### config.mk
export PLATFORM = sky130hd
export DESIGN_NAME = sd_block_receiver
export DESIGN_NICKNAME = d
export VERILOG_FILES = /design/src/rtl/sd_block_receiver.sv
export SDC_FILE = /design/constraint.sdc
export NUM_CORES = 2
export LEC_CHECK = 0
export BUFFER_PORTS_ARGS = -buffer_cell sky130_fd_sc_hd__buf_2
export CORE_MARGIN = 2
export CORE_UTILIZATION = 26
export CTS_BUF_LIST = sky130_fd_sc_hd__clkbuf_8
export DETAILED_ROUTE_END_ITERATION = 8
export GPL_TIMING_DRIVEN = 0
export PLACE_DENSITY_LB_ADDON = 0.12
export SLEW_MARGIN = 20
export SYNTH_ARGS = -nofsm -noshare
export SYNTH_HDL_FRONTEND = slang
export SYNTH_SLANG_ARGS = --single-unit
### constraint.sdc
create_clock -name CLK -period 2.6 [get_ports CLK]
set_input_delay 0.13 -clock CLK [delete_from_list [all_inputs] [get_ports CLK]]
set_output_delay 0.13 -clock CLK [all_outputs]
set_load 0.02 [all_outputs]
### src/rtl/sd_block_receiver.sv
// sd_block_receiver: hunts for the start token in the SPI response stream,
// stores one data block in a local RAM and checks its trailing CRC16.
module sd_block_receiver #(
   parameter int         BLOCK_BYTES   = 512,
   parameter logic [7:0] TOKEN         = 8'hFE,
   parameter int         TIMEOUT_BYTES = 1024,
   parameter int         AW            = $clog2(BLOCK_BYTES)
) (
   input  logic          CLK,
   input  logic          RST,
   input  logic          RES_STB,
   input  logic [7:0]    RES_DATA,
   output logic          RES_ACK,
   input  logic          START,
   output logic          BUSY,
   output logic          DONE,
   output logic [1:0]    STATUS,
   output logic [7:0]    ERR_TOKEN,
   input  logic [AW-1:0] RD_ADDR,
   output logic [7:0]    RD_DATA
);

   typedef enum logic [2:0] {
      IDLE, HUNT, DATA, CRC_HI, CRC_LO, FIN
   } state_t;

   localparam logic [15:0] LAST = 16'(BLOCK_BYTES - 1);
   localparam logic [15:0] TMO  = 16'(TIMEOUT_BYTES);

   function automatic logic [15:0] crc_step(
      input logic [15:0] c,
      input logic [7:0]  b
   );
      logic [15:0] r;
      r = c ^ {b, 8'h00};
      for (int i = 0; i < 8; i++)
         r = r[15] ? ((r << 1) ^ 16'h1021) : (r << 1);
      return r;
   endfunction

   state_t      state, state_n;
   logic [15:0] cnt, cnt_n, cnt_inc;
   logic [15:0] crc, crc_n;
   logic [7:0]  crc_hi, crc_hi_n;
   logic [1:0]  status, status_n;
   logic [7:0]  err, err_n;
   logic        wr_en, xfer, arm, tok_err;
   logic [7:0]  mem [BLOCK_BYTES];

   assign RES_ACK   = RES_STB;
   assign xfer      = RES_STB;
   assign BUSY      = state inside {HUNT, DATA, CRC_HI, CRC_LO};
   assign DONE      = (state == FIN);
   assign STATUS    = status;
   assign ERR_TOKEN = err;
   assign cnt_inc   = cnt + 16'd1;
   assign arm       = START && (state == IDLE || state == FIN);
   assign tok_err   = (RES_DATA[7:4] == 4'h0) && (RES_DATA != 8'h00);

   always_comb begin
      state_n  = state;
      cnt_n    = cnt;
      crc_n    = crc;
      crc_hi_n = crc_hi;
      status_n = status;
      err_n    = err;
      wr_en    = 1'b0;
      unique case (state)
         IDLE, FIN: begin
            state_n = IDLE;
            if (arm) begin
               state_n = HUNT;
               cnt_n   = '0;
               crc_n   = '0;
               err_n   = '0;
            end
         end
         HUNT: if (xfer) begin
            cnt_n = cnt_inc;
            priority case (1'b1)
               RES_DATA == TOKEN: begin
                  state_n = DATA;
                  cnt_n   = '0;
               end
               tok_err: begin
                  err_n    = RES_DATA;
                  status_n = 2'b11;
                  state_n  = FIN;
               end
               cnt_inc == TMO: begin
                  status_n = 2'b10;
                  state_n  = FIN;
               end
               default: ;
            endcase
         end
         DATA: if (xfer) begin
            wr_en = 1'b1;
            crc_n = crc_step(crc, RES_DATA);
            cnt_n = cnt_inc;
            if (cnt == LAST) state_n = CRC_HI;
         end
         CRC_HI: if (xfer) begin
            crc_hi_n = RES_DATA;
            state_n  = CRC_LO;
         end
         CRC_LO: if (xfer) begin
            status_n = ({crc_hi, RES_DATA} == crc) ? 2'b00 : 2'b01;
            state_n  = FIN;
         end
         default: state_n = IDLE;
      endcase
   end

   always_ff @(posedge CLK or posedge RST) begin
      if (RST) begin
         state  <= IDLE;
         cnt    <= '0;
         crc    <= '0;
         crc_hi <= '0;
         status <= '0;
         err    <= '0;
      end else begin
         state  <= state_n;
         cnt    <= cnt_n;
         crc    <= crc_n;
         crc_hi <= crc_hi_n;
         status <= status_n;
         err    <= err_n;
      end
   end

   // Block RAM: contents survive reset, so no reset on the array.
   always_ff @(posedge CLK) begin
      if (wr_en) mem[cnt[AW-1:0]] <= RES_DATA;
   end

   always_ff @(posedge CLK or posedge RST) begin
      if (RST) RD_DATA <= '0;
      else     RD_DATA <= mem[RD_ADDR];
   end

endmodule

==> impl_metrics.py <==
metrics = {
    "status": {
        "status": "complete, but fails checks",
        "violations": "negative setup slack",
    },
    "logic_synthesis": {
        "synth_area_leaders": "edfxtp_1, mux4_2, mux2i_1",
        "syn_area_um2": 164800,
        "yosysUniqueCellTypes": 83,
        "yosys.area.top_type": "edfxtp_1",
        "synthCells": 8491,
        "ys_seq_area_share_pct": 75.55,
        "synth_enable_flop_cells": 4096,
        "synth-main-ff-cell": "edfxtp_1",
        "yosys_warnings": 0,
        "synth_common_cells": "edfxtp_1, mux2i_1, mux4_2",
        "syn_nets": 8517,
        "yosysMostFrequentCell": "edfxtp_1",
        "async_flop_share_pct": 1.467,
        "synth_top_area_share_pct": 74.62,
        "synth.avg_cell_area_um2": 19.41,
        "ys_ff_latch": 4157,
    },
    "grt": {
        "antenna_found_initial": 92,
        "grt_usage_pct": 24.61,
        "grt_start_max_net_pins": 113,
        "grt_first_pass_wirelength_mm": 1021,
        "grt_pass1_vias": 97060,
        "overflow": 0,
    },
    "hold_path": {
        "hold_path_class": "in2reg",
        "holdPathStages": 9,
    },
    "critical_path": {
        "r2r_cells": 7,
        "cp_num_buf_inv": 4,
        "critPathCaptureType": "register",
        "critical-path-top-delay-family": "buffers and inverters",
        "worst-endpoint-arrival_ns": 4.73,
        "cp_max_fo": 11,
        "crit_top_cell": "nand4_1",
        "critical_path_class": "in2reg",
        "critPathLaunchType": "input pin",
        "crit_chain": "buf_2 > clkinv_4 > clkbuf_1 > clkbuf_2 > o221ai_1 > a21oi_1 > nor3_1 > nand4_1 > nand4_1 > and4b_2",
        "crit_required_ns": 3.73,
        "critical-path-slowest-cell": "clkbuf_2",
        "critPathMaxStageDelay_ns": 0.69,
        "cp_num_cells": 10,
    },
    "clock_network": {
        "cts.clk_slew.worst_paths_ns": 0.06,
        "cts_tree": "done",
        "htreeDepth": 6,
        "cts_made_buffers": 742,
        "clk_path_buf_depth": 4,
        "numClockSinks": 4157,
        "root_buffer": "clkbuf_8",
        "worst_skew_pair.late_latency_ns": 1.37,
    },
    "timing": {
        "finalClockSkew_ns": 0.09500,
        "period_minus_slack_ns": 3.593,
        "worstMarginPinSlew_ns": 1.308,
        "period_share_pct": 138.2,
        "rsz0062_at_grt": "yes",
        "fmax_mhz": 278.3,
        "finalHoldViolations": 0,
        "relSlewSlack_pct": 12.48,
        "setup_viol": 9,
        "whs_ns": 0.07010,
        "drv_slew": 0,
        "setup_ws_ns": -0.9935,
    },
    "detailed_routing": {
        "antenna_left": 0,
        "drtPass1Iterations": 9,
        "wl_mm": 811.1,
        "drt_iter0_markers": 14650,
        "num_vias": 100800,
        "drc": 0,
        "vias_per_cell": 5.353,
        "wire_per_inst_um": 43.08,
    },
    "placed_design": {
        "place.gp.congestion": 0.9503,
        "dp_slack_ns": -4.002,
        "port_buffers": 38,
        "hpwlAfterDp_mm": 580.0,
    },
    "pwr": {
        "ir_worst_vdd_v": 0.0005332,
        "leakagePower_nw": 66.18,
        "power.density_nw_per_um2": 698.4,
    },
    "die": {
        "core_area_um2": 632100,
        "rows": 292,
        "die_w_um": 800.2,
        "dieArea_um2": 640300,
        "io_pins": 42,
        "start_util_pct": 26.08,
        "die_y_um": 800.2,
    },
    "final_layout": {
        "final_layout_size_suffix_gt1_share_pct": 33.26,
        "fill_cells": 60430,
        "utilization_pct": 32.77,
        "final_nets": 9850,
        "synthToLayoutAreaGrowth_pct": 25.65,
    },
    "job": {
        "maxCapViolCount": 0,
    },
}
## area by class of cell
| class | instances | area [um2] | area share [%] |
|---|---|---|---|
| Antenna cell | 41 | 102.6 | 0.04954 |
| Clock buffer | 745 | 10250 | 4.951 |
| Sequential cell | 4157 | 124500 | 60.13 |
| Buffer | 553 | 5752 | 2.777 |
| Multi-Input combinational cell | 3757 | 42080 | 20.32 |
| Inverter | 17 | 77.57 | 0.03746 |
| Clock inverter | 582 | 3611 | 1.744 |
| Tap cell | 8379 | 10480 | 5.062 |
| Timing Repair Buffer | 596 | 10210 | 4.931 |
## worst reg2reg max path: cells and delay by family (launching register included)
family	cells	cell delay [ns]
AND/OR/NAND/NOR	5	2.23
flip-flops	1	0.37
AO/OA/AOI/OAI	1	0.34
multiplexers	1	0.27
## what timing repair did
| action | in CTS | in global routing |
|---|---|---|
| buffers inserted | 203 | 121 |
| pin swaps | 197 | 165 |
| hold endpoints to repair | 2926 | 0 |
| resized for setup | 1561 | 300 |
| endpoints found under the setup margin | 4134 | 2895 |
| hold buffers | 61 | 0 |
| gates cloned | 0 | 2 |
## through the flow
stage | TNS (ns) | area [um2] | cells | power (mW)
finish | -6.083 | 207100 | 18830 | 144.6
global route | -4.244 | 207000 | 18790 | 148.2
global placement | - | 175500 | 16910 | 85.81
detailed placement | -5657.75 | 180000 | 17080 | 85.76
CTS | -49.79 | 203800 | 18670 | 145.1
floorplan | 0 | 164800 | 8491 | 78.97
## flip-flops by register name (all words and copies together), names as in the netlist
| name | count |
|---|---|
| mem | 4096 |
| state | 3 |
| RD_DATA | 8 |
| cnt | 16 |
| ERR_TOKEN | 8 |
| crc_hi | 8 |
| STATUS | 2 |
| crc | 16 |
## power breakdown
group | leakage (nW) | internal (mW) | total, mW | switching (mW)
Sequential | 37.6 | 73.7 | 73.8 | 0.0903
Clock | 8.00 | 29.1 | 59.1 | 30.0
Combinational | 20.6 | 3.24 | 11.7 | 8.48
## final timing paths
check | from | endpoint | slack [ns]
min in group asynchronous | RST | crc_hi[3] | 0.55
hold / removal | RES_DATA[3] | mem[131][3] | 0.07
hold reg to reg | ERR_TOKEN[5] | ERR_TOKEN[5] | 0.48
setup / recovery | RD_ADDR[4] | RD_DATA[1] | -0.99
setup reg to reg | mem[94][7] | RD_DATA[7] | -0.77
max in group asynchronous | RST | RD_DATA[7] | 1.52
## per-layer routing
metal  vias up  GRT usage (%)  share of wire (%)
met1     54990          33.26                 41
met5         -              0             0.0096
li1      38040              -                  -
met3      1470          6.206                9.9
met2      6269          37.35                 44
met4        12          11.11                5.3
## placed cells by master, fill, tap and decap left out, types with 50 or more instances in the layout
cell	Yosys	final
a211oi_1	71	61
a21oi_1	145	123
buf_12	9	315
buf_16	0	110
buf_2	88	74
buf_4	33	198
buf_6	63	83
buf_8	62	93
clkbuf_2	2	87
clkbuf_8	17	804
clkinv_1	1	177
clkinv_2	0	60
dfrtp_1	61	56
edfxtp_1	4096	4096
inv_1	16	275
mux2i_1	667	658
mux4_1	67	62
mux4_2	626	631
nand2_1	243	210
nand4_1	54	54
nor2_1	603	83
nor2_2	0	50
nor2_4	0	470
nor3_1	217	199
o21ai_0	112	82
o221ai_1	253	222
o22ai_1	162	149
## cell families (layout without fill, tap and decap cells)
group           Yosys count  after routing  share of synthesized area (%)
mux                    1395           1395                          13.93
other cells               0             41                              0
buf+inv                 577           2493                          2.384
fa+ha+maj                 5              5                        0.03796
compound gates          945            945                          4.081
flops                  4157           4157                          75.55
xor+xnor                 51             51                         0.2710
simple gates           1361           1361                          3.749
No activity file was read; power rests on OpenSTA's default activity.
